==> src/rtl/graphics_engine.sv <==
// graphics_engine: rectangle fill / clear / Bresenham line rasteriser writing one VRAM pixel per cycle.
// Define GFX_LINE_EN to build the LINE command; without it LINE behaves as NOP.
module graphics_engine #(
  parameter int H_RES = 640,
  parameter int V_RES = 480,
  parameter int COLOR_W = 12,
  localparam int X_W = $clog2(H_RES),
  localparam int Y_W = $clog2(V_RES),
  localparam int ADDR_W = $clog2(H_RES * V_RES)
) (
  input  logic               clk,
  input  logic               rst_n,
  input  logic               cmd_valid,
  output logic               cmd_ready,
  input  logic [1:0]         cmd_op,
  input  logic [X_W-1:0]     cmd_x0,
  input  logic [X_W-1:0]     cmd_x1,
  input  logic [Y_W-1:0]     cmd_y0,
  input  logic [Y_W-1:0]     cmd_y1,
  input  logic [COLOR_W-1:0] cmd_color,
  input  logic               abort,
  output logic               vram_we,
  output logic [ADDR_W-1:0]  vram_addr,
  output logic [COLOR_W-1:0] vram_data,
  output logic               busy,
  output logic               done
);
  localparam logic [1:0] IDLE = 2'd0, FILL = 2'd1, DONE = 2'd3;
  localparam logic [X_W-1:0] X_MAX = X_W'(H_RES - 1);
  localparam logic [Y_W-1:0] Y_MAX = Y_W'(V_RES - 1);
  logic [1:0] state_q, state_d;
  logic [X_W-1:0] x_q, x_d, x0_q, x0_d, x1_q, x1_d, px, cx0, cx1, fx0, fx1;
  logic [Y_W-1:0] y_q, y_d, y1_q, y1_d, py, cy0, cy1, fy0, fy1;
  logic [COLOR_W-1:0] data_q, data_d;
  logic [ADDR_W-1:0] addr_q, addr_d;
  logic we_q, emit, fill_ok;
  assign cx0 = cmd_x0 > X_MAX ? X_MAX : cmd_x0;
  assign cx1 = cmd_x1 > X_MAX ? X_MAX : cmd_x1;
  assign cy0 = cmd_y0 > Y_MAX ? Y_MAX : cmd_y0;
  assign cy1 = cmd_y1 > Y_MAX ? Y_MAX : cmd_y1;
  assign fx0 = cmd_op == 2'd2 ? '0 : cx0;
  assign fx1 = cmd_op == 2'd2 ? X_MAX : cx1;
  assign fy0 = cmd_op == 2'd2 ? '0 : cy0;
  assign fy1 = cmd_op == 2'd2 ? Y_MAX : cy1;
  assign fill_ok = (cmd_op == 2'd0 || cmd_op == 2'd2) && fx0 <= fx1 && fy0 <= fy1;
`ifdef GFX_LINE_EN
  localparam logic [1:0] LINE = 2'd2;
  localparam int E = (X_W > Y_W ? X_W : Y_W) + 2;
  logic signed [E-1:0] err_q, err_d, dx_q, dx_d, dy_q, dy_d, ldx, ldy, e2, nerr;
  logic sxn_q, sxn_d, syn_q, syn_d, stepx, stepy;
  logic [X_W-1:0] dxa, lx;
  logic [Y_W-1:0] dya, ly;
  assign dxa = cx1 >= cx0 ? cx1 - cx0 : cx0 - cx1;
  assign dya = cy1 >= cy0 ? cy1 - cy0 : cy0 - cy1;
  assign ldx = $signed(E'(dxa));
  assign ldy = -$signed(E'(dya));
  assign e2 = err_q <<< 1;
  assign stepx = e2 >= dy_q;
  assign stepy = e2 <= dx_q;
  assign nerr = err_q + (stepx ? dy_q : '0) + (stepy ? dx_q : '0);
  assign lx = stepx ? (sxn_q ? x_q - X_W'(1) : x_q + X_W'(1)) : x_q;
  assign ly = stepy ? (syn_q ? y_q - Y_W'(1) : y_q + Y_W'(1)) : y_q;
`endif
  always_comb begin
    state_d = state_q;
    x_d = x_q;
    y_d = y_q;
    x0_d = x0_q;
    x1_d = x1_q;
    y1_d = y1_q;
    data_d = data_q;
    emit = 1'b0;
    px = x_q;
    py = y_q;
`ifdef GFX_LINE_EN
    err_d = err_q;
    dx_d = dx_q;
    dy_d = dy_q;
    sxn_d = sxn_q;
    syn_d = syn_q;
`endif
    case (state_q)
      IDLE: if (cmd_valid) begin
        // Empty commands pass through FILL with no write so done lands two cycles after acceptance
        state_d = FILL;
        data_d = cmd_color;
        if (fill_ok) begin
          emit = 1'b1;
          px = fx0;
          py = fy0;
          x_d = fx0;
          y_d = fy0;
          x0_d = fx0;
          x1_d = fx1;
          y1_d = fy1;
        end
`ifdef GFX_LINE_EN
        if (cmd_op == 2'd1) begin
          state_d = LINE;
          emit = 1'b1;
          px = cx0;
          py = cy0;
          x_d = cx0;
          y_d = cy0;
          x1_d = cx1;
          y1_d = cy1;
          dx_d = ldx;
          dy_d = ldy;
          err_d = ldx + ldy;
          sxn_d = cx1 < cx0;
          syn_d = cy1 < cy0;
        end
`endif
      end
      FILL: if (abort) state_d = IDLE;
      else if (!we_q || (x_q == x1_q && y_q == y1_q)) state_d = DONE;
      else begin
        emit = 1'b1;
        px = x_q == x1_q ? x0_q : x_q + X_W'(1);
        py = x_q == x1_q ? y_q + Y_W'(1) : y_q;
        x_d = px;
        y_d = py;
      end
`ifdef GFX_LINE_EN
      LINE: if (abort) state_d = IDLE;
      else if (x_q == x1_q && y_q == y1_q) state_d = DONE;
      else begin
        emit = 1'b1;
        px = lx;
        py = ly;
        x_d = lx;
        y_d = ly;
        err_d = nerr;
      end
`endif
      default: state_d = IDLE;
    endcase
    addr_d = emit ? ADDR_W'(py) * ADDR_W'(H_RES) + ADDR_W'(px) : addr_q;
  end
  always_ff @(posedge clk or negedge rst_n) begin
    if (!rst_n) begin
      state_q <= IDLE;
      x_q <= '0;
      y_q <= '0;
      x0_q <= '0;
      x1_q <= '0;
      y1_q <= '0;
      data_q <= '0;
      addr_q <= '0;
      we_q <= 1'b0;
`ifdef GFX_LINE_EN
      err_q <= '0;
      dx_q <= '0;
      dy_q <= '0;
      sxn_q <= 1'b0;
      syn_q <= 1'b0;
`endif
    end else begin
      state_q <= state_d;
      x_q <= x_d;
      y_q <= y_d;
      x0_q <= x0_d;
      x1_q <= x1_d;
      y1_q <= y1_d;
      data_q <= data_d;
      addr_q <= addr_d;
      we_q <= emit;
`ifdef GFX_LINE_EN
      err_q <= err_d;
      dx_q <= dx_d;
      dy_q <= dy_d;
      sxn_q <= sxn_d;
      syn_q <= syn_d;
`endif
    end
  end
  assign cmd_ready = rst_n && state_q == IDLE;
  assign busy = state_q != IDLE;
  assign done = state_q == DONE && !abort;
  assign vram_we = we_q;
  assign vram_addr = addr_q;
  assign vram_data = data_q;
endmodule

==> config.mk <==
export PLATFORM = sky130hd
export DESIGN_NAME = graphics_engine
export DESIGN_NICKNAME = d
export VERILOG_FILES = /design/src/rtl/graphics_engine.sv
export SDC_FILE = /design/constraint.sdc
export NUM_CORES = 1
export LEC_CHECK = 0
export CORE_MARGIN = 1.5
export CORE_UTILIZATION = 39
export CTS_CLUSTER_DIAMETER = 40
export CTS_CLUSTER_SIZE = 20
export DETAILED_ROUTE_END_ITERATION = 8
export GPL_ROUTABILITY_DRIVEN = 0
export HOLD_SLACK_MARGIN = 0.08
export PLACE_DENSITY = 0.72
export REMOVE_ABC_BUFFERS = 1
export SKIP_LAST_GASP = 1
export SLEW_MARGIN = 20
export SYNTH_ARGS = -nofsm -noshare
export SYNTH_HDL_FRONTEND = slang
export SYNTH_SLANG_ARGS = --single-unit
==> constraint.sdc <==
create_clock -name clk -period 4.6 [get_ports clk]
set_input_delay 0.92 -clock clk [delete_from_list [all_inputs] [get_ports clk]]
set_output_delay 0.92 -clock clk [all_outputs]
set_load 0.01 [all_outputs]
# --- Word level (Yosys, flattened, before mapping) ---
# Cells that the tools add are included.
totals:
  out_inout_bits: 35
  in_bits: 56
  elab_cells: 70
  regBits: 82
classes:
  reduce_logical: 15
  eq_ne: 7
  mul: 1
  magnitude_cmp: 6
  n_addsub: 3
  mux: 29
ops:
  columns: ["cell", "count"]
  rows:
  - ["10-bit 2-to-1 mux", 9]
  - ["9-bit 2-to-1 mux", 9]
  - ["10-bit > comparator (second input constant)", 2]
  - ["10-bit one-hot mux with 2 select lines", 1]
  - ["19-bit by 10-bit adder with 19-bit output", 1]
  - ["9-bit > comparator (second input constant)", 2]
  - ["9-bit one-hot mux with 2 select lines", 1]
  - ["9-bit by 3-bit multiplier with 12-bit output (second input constant)", 1]
  - ["10-bit by 1-bit adder with 10-bit output (second input constant)", 1]
  - ["10-bit == test", 1]
  - ["10-bit less-or-equal comparator", 1]
  - ["9-bit by 1-bit adder with 9-bit output (second input constant)", 1]
  - ["9-bit == test", 1]
  - ["9-bit less-or-equal comparator", 1]
  - ["2-bit 2-to-1 mux", 3]
  - ["1-bit logical AND", 5]
  - ["2-bit == test (second input constant)", 2]
  - ["2-bit zero test", 2]
  - ["1-bit 2-to-1 mux", 4]
  - ["2-bit one-hot mux with 2 select lines", 1]
  - ["2-bit AND reduction", 2]
  - ["3-bit != test (second input constant)", 1]
  - ["3-bit AND reduction", 1]
  - ["2-bit by 1-bit == test with 1-bit output (second input constant)", 1]
  - ["5 further kinds", 7]

# --- Logic depth before layout (Yosys ltp) ---
depth:
  depth_word: 11
  ltp_mapped: 25
  depth_no_buf: 22

# --- Worst setup path after synthesis ---
# No wires, ideal clock.
synth_timing:
  path_kind: "input -> register"
  startpoint: "in cmd_op[0]"
  endpoint: "reg addr_q[17], in the netlist vram_addr[17]"
  path_stages: 24
  path_slack_ns: -1.428
  arrival_time_ns: 5.924
  path_buffers: 3
  setup_ns: 0.104
  required_time_ns: 4.496
  path_cell_list: "nand2b_1 clkbuf_1 nand2_1 nor2_1 ha_1 a21o_1 a21o_1 a2111oi_0 o211a_1 buf_2 buf_2 o22ai_1 nand2_1 and3_1 ha_1 ha_1 fa_1 a211oi_1 nor2_1 xor2_1 nand4_1 xor2_1 and2_1 a221oi_1"
synth_between:
  elab_chain_cells: 10
  elab_cells_between_ends: 22
  classes_between: "1 x add/sub; 1 x mul; 2 x order compare; 1 x eq/ne; 13 x mux; 4 x reduce/logical"
synth_lines:
  columns: ["element", "line", "source"]
  rows:
  - ["from (decl)", "15", "input logic [1:0] cmd_op,"]
  - ["2-bit == test", null, null]
  - ["10-bit 2-to-1 mux (on tied branches)", "41, 42", null]
  - ["10-bit less-or-equal comparator", "45", "assign fill_ok = (cmd_op == 2'd0 || cmd_op == 2'd2) && fx0 <= fx1 && fy0 <= fy1;"]
  - ["1-bit logical AND (2 in a row)", "45", null]
  - ["9-bit 2-to-1 mux (*)", "87", "if (fill_ok) begin"]
  - ["9-bit 2-to-1 mux (*)", null, null]
  - ["9-bit one-hot mux with 2 select lines (*)", null, null]
  - ["via py[1]", "33", "logic [Y_W-1:0] y_q, y_d, y1_q, y1_d, py, cy0, cy1, fy0, fy1;"]
  - ["9-bit by 3-bit multiplier with 12-bit output (*)", "138", "addr_d = emit ? ADDR_W'(py) * ADDR_W'(H_RES) + ADDR_W'(px) : addr_q;"]
  - ["19-bit by 10-bit adder with 19-bit output (*)", "138", null]
  - ["to (signal assigned)", "166", "addr_q <= addr_d;"]
  - ["to (decl)", "35", "logic [ADDR_W-1:0] addr_q, addr_d;"]
# Mark *: on every way through the listed nets, which the timed path passes. The rest lies on a longest branch.
# A chain may end at the register's enable or synchronous reset.

# --- Worst setup path after layout ---
layout_timing:
  startpoint: "in cmd_x0[8]"
  endpoint: "reg addr_q[17], in the netlist vram_addr[17]"
layout_between:
  elab_chain_cells: 11
  elab_cells_between_ends: 17
  classes_between: "1 x add/sub; 1 x mul; 2 x order compare; 11 x mux; 2 x reduce/logical"
layout_lines:
  columns: ["element", "line", "source"]
  rows:
  - ["from (decl)", "16", "input logic [X_W-1:0] cmd_x0,"]
  - ["10-bit > comparator", "37", "assign cx0 = cmd_x0 > X_MAX ? X_MAX : cmd_x0;"]
  - ["10-bit 2-to-1 mux", "37", null]
  - ["10-bit 2-to-1 mux", "41", "assign fx0 = cmd_op == 2'd2 ? '0 : cx0;"]
  - ["via fx0[4]", "32", "logic [X_W-1:0] x_q, x_d, x0_q, x0_d, x1_q, x1_d, px, cx0, cx1, fx0, fx1;"]
  - ["10-bit less-or-equal comparator", "45", null]
  - ["1-bit logical AND (2 in a row)", "45", null]
  - ["9-bit 2-to-1 mux", "87", null]
  - ["9-bit 2-to-1 mux", null, null]
  - ["9-bit one-hot mux with 2 select lines", null, null]
  - ["via py[1]", "33", null]
  - ["9-bit by 3-bit multiplier with 12-bit output", "138", null]
  - ["19-bit by 10-bit adder with 19-bit output", "138", null]
# The timed path passes the listed nets, and every way through them passes these cells.

==> impl_metrics.py <==
metrics = {
    "outcome": {
        "status": "finished, violations left",
        "failed_checks": "negative setup slack",
    },
    "clock_network": {
        "cts_hold_buf": 0,
        "clk_pin_slew_worst_paths_ns": 0.06,
        "clock_latency_ns": 0.34,
        "numCtsBuffers": 9,
        "cts_tree": "yes",
        "cts_sinks": 82,
        "clk_path_buf_depth": 2,
        "h-tree-depth": 3,
        "root_buffer": "clkbuf_16",
    },
    "worst_setup_path": {
        "crit_start": "cmd_x0[8]",
        "worstPathArrival_ns": 5.50,
        "path_cells": "buf_6 -> o21a_4 -> buf_6 -> o21ai_4 -> inv_2 -> ha_4 -> nand4_1 -> buf_4 -> o31ai_4 -> o211a_4 -> buf_6 -> o22ai_4 -> nand2_2 -> and3_4 -> ha_4 -> ha_4 -> fa_2 -> xor2_2 -> o2111ai_2 -> nor3_2 -> nand4_1 -> xor2_1 -> and2_1 -> a221oi_2",
        "r2r-start": "x1_q[0]$_DFFE_PN0P_",
        "start_kind": "input pin",
        "required_ns": 4.84,
        "r2r_setup_slack_ns": -0.21,
        "cp_num_buf_inv": 5,
        "critical_path_depth": 24,
        "r2r-end": "vram_addr[17]$_DFFE_PN0P_",
        "crit_type": "input pin to flop",
        "max_stage_delay_ns": 0.41,
        "worstRegToRegCells": 19,
        "crit_end": "vram_addr[17]$_DFFE_PN0P_",
        "cp_max_fo": 5,
        "cp_top_family": "compound AO/OA/AOI/OAI gates",
        "crit_slowest_cell": "fa_2",
        "end_kind": "flop",
    },
    "power_and_ir_drop": {
        "p_leak_nw": 3.828,
        "switchingPower_mw": 2.755,
        "combPwrFrac_pct": 68.0,
        "switching_share_pct": 41.95,
        "p_seq_share_pct": 20.5,
        "max-vdd-ir-drop_mv": 0.5129,
        "clockPowerShare_pct": 11.5,
        "power_density_nw_per_um2": 763.1,
        "finalPower_mw": 6.567,
        "power.internal_mw": 3.813,
    },
    "logic_synthesis": {
        "yosysTopAreaCell": "dfrtp_1",
        "ys_ff_latch": 82,
        "ys_seq_area_share_pct": 37.21,
        "postSynthAreaPerCell_um2": 8.966,
        "ys.warnings.count": 0,
        "synth_edf_count": 0,
        "async_flop_share_pct": 100.0,
        "yosysUniqueCellTypes": 65,
        "synth_flop_cell": "dfrtp_1",
        "syn_inst": 615,
        "synthTopCellsByArea": "dfrtp_1 (37%), ha_1 (8.6%), o21ai_0 (5.4%), nand2_1 (4.9%), mux2_2 (4.5%)",
        "synth_area_um2": 5514,
        "synth_top_area_share_pct": 37.21,
    },
    "min_path": {
        "hp-class": "flop to flop",
    },
    "floorplan": {
        "die_h_um": 121.9,
        "io_pins": 91,
        "coreArea_um2": 13830,
        "die_w_um": 121.9,
        "start_util_pct": 39.88,
        "rows": 43,
        "dieArea_um2": 14860,
    },
    "flow_run": {
        "cap_violations": 0,
    },
    "global_routing": {
        "grt_max_degree": 57,
        "groute.usage.overall_pct": 25.18,
        "overflow": 0,
        "grt_pass1_wl_um": 29280,
        "grt_pass1_vias": 5985,
        "antenna_found_initial": 0,
    },
    "sta": {
        "relSlewSlack_pct": 33.58,
        "fin_worst_skew_ns": 0.004948,
        "setup_viol": 7,
        "hold_viol_final": 0,
        "hold-worst-slack_ns": 0.4778,
        "fin_crit_sh_pct": 114.2,
        "finalSetupTns_ns": -2.862,
        "maxSlewViolCount": 0,
        "min_period_ns": 5.253,
        "fin_ws_ns": -0.6529,
        "fmax_mhz": 190.4,
        "rsz0062_at_grt": "true",
        "worst_pin_slew_ns": 0.9926,
    },
    "placement": {
        "post-place-ws_ns": -1.960,
        "post_dp_cell_area_um2": 7473,
        "dpl.hpwl_um": 12930,
        "port_buffers": 90,
    },
    "detailed_routing": {
        "wl_per_cell_um": 18.33,
        "drtIter0Drc": 635,
        "wl_um": 18730,
        "dr.pass1.iters": 7,
        "dr_total_vias": 5912,
        "drc": 0,
        "post_drt_via_cell_ratio": 5.785,
        "antenna_left": 0,
    },
    "layout": {
        "layout_common_cells": "buf_4 (146), dfrtp_1 (82), clkdlybuf4s50_1 (68), nand2_1 (66), o21ai_0 (44)",
        "layout_commonest_cell": "buf_4",
        "antenna_cells": 0,
        "area_growth_pct": 56.07,
        "drive_above_1_share_pct": 35.75,
        "nets": 934,
        "final_area_um2": 8606,
    },
}
through the flow:
step / cells / util, %
6_report: 1022 / 62.24
5_1_grt: 1022 / 62.24
4_1_cts: 1013 / 61.04
3_5_place_dp: 980 / 54.05
3_3_place_gp: 980 / 54.05
2_1_floorplan: 582 / -
sequential cells by signal, indices dropped and copies added, names as in the netlist, 2 cells and up:
name	flops
vram_addr	19
vram_data	12
x0_q	10
x1_q	10
x_q	10
y1_q	9
y_q	9
state_q	2
synthesized netlist by cell type, drive strengths merged, types with 8 or more instances:
| master | n |
|---|---|
| xor2 | 27 |
| nor4 | 8 |
| nand4 | 9 |
| a211oi | 9 |
| o21ai | 59 |
| a21oi | 23 |
| nand2 | 72 |
| ha | 38 |
| nor3 | 9 |
| a31oi | 8 |
| and3 | 8 |
| mux2 | 24 |
| nand3 | 21 |
| inv | 23 |
| clkbuf | 27 |
| o22ai | 9 |
| nor2 | 51 |
| dfrtp | 82 |
worst register-to-register path: cells and delay by family (launching register included):
kind	cells	cell delay [ns]
adder cells (fa/ha/maj)	3	0.79
buffers and inverters	2	0.30
AO/OA/AOI/OAI	3	0.55
AND/OR/NAND/NOR	8	2.04
XOR/XNOR	3	0.62
flip-flops	1	0.43
worst min path at each step:
stage                         startpoint                   endpoint  depth (start not counted)  slack, ns
2_1_floorplan        x0_q[6]$_DFFE_PN0P_        x0_q[6]$_DFFE_PN0P_                          2       0.44
3_3_place_gp   vram_addr[15]$_DFFE_PN0P_  vram_addr[15]$_DFFE_PN0P_                          2       0.46
3_5_place_dp   vram_addr[15]$_DFFE_PN0P_  vram_addr[15]$_DFFE_PN0P_                          2       0.47
4_1_cts         vram_addr[1]$_DFFE_PN0P_   vram_addr[1]$_DFFE_PN0P_                          2       0.49
5_1_grt        vram_addr[15]$_DFFE_PN0P_  vram_addr[15]$_DFFE_PN0P_                          2       0.51
6_report        vram_addr[1]$_DFFE_PN0P_   vram_addr[1]$_DFFE_PN0P_                          2       0.48
cells by family after synthesis:
family / share of synthesized area, %
buffers and inverters: 4.062
adders and majority gates: 9.349
AOI/OAI and AO/OA: 19.76
muxes: 5.627
DFF: 37.21
and+or+nand+nor: 18.77
xor gates and xnor gates: 5.219
power by group through the flow:
| stage | clock, mW | combinational (mW) | sequential [mW] |
|---|---|---|---|
| 2_1_floorplan | 0 | 1.77 | 1.38 |
| 3_3_place_gp | 0 | 3.33 | 1.32 |
| 5_1_grt | 0.796 | 4.83 | 1.37 |
| 6_report | 0.755 | 4.47 | 1.34 |
| 4_1_cts | 0.767 | 4.11 | 1.33 |
| 3_5_place_dp | 0 | 3.42 | 1.34 |
area by class of cell:
cell class	instances	area, um2
Clock inverter	6	82.58
Sequential cell	82	2052
Clock buffer	9	225.2
Tap cell	180	225.2
Multi-Input combinational cell	477	3846
Timing Repair Buffer	245	2088
Inverter	23	86.33
Fill cell	1019	5221
layer usage:
layer / vias up / wire (um) / GRT usage (%)
met1: 2813 / 6995 / 29.07
li1: 2699 / - / -
met4: 0 / 891 / 12.35
met5: - / 0 / 0
met3: 91 / 1185 / 3.277
met2: 309 / 9659 / 45.68
timing repair:
| action | 4_1_cts | 5_1_grt |
|---|---|---|
| cloned | 0 | 0 |
| endpoints found under the hold margin | 0 | 0 |
| endpoints found under the setup margin | 11 | 9 |
| pin swaps | 63 | 26 |
| gates resized for setup | 167 | 22 |
| setup buffers | 21 | 10 |
Note: power is estimated with default switching activity, not from simulation.
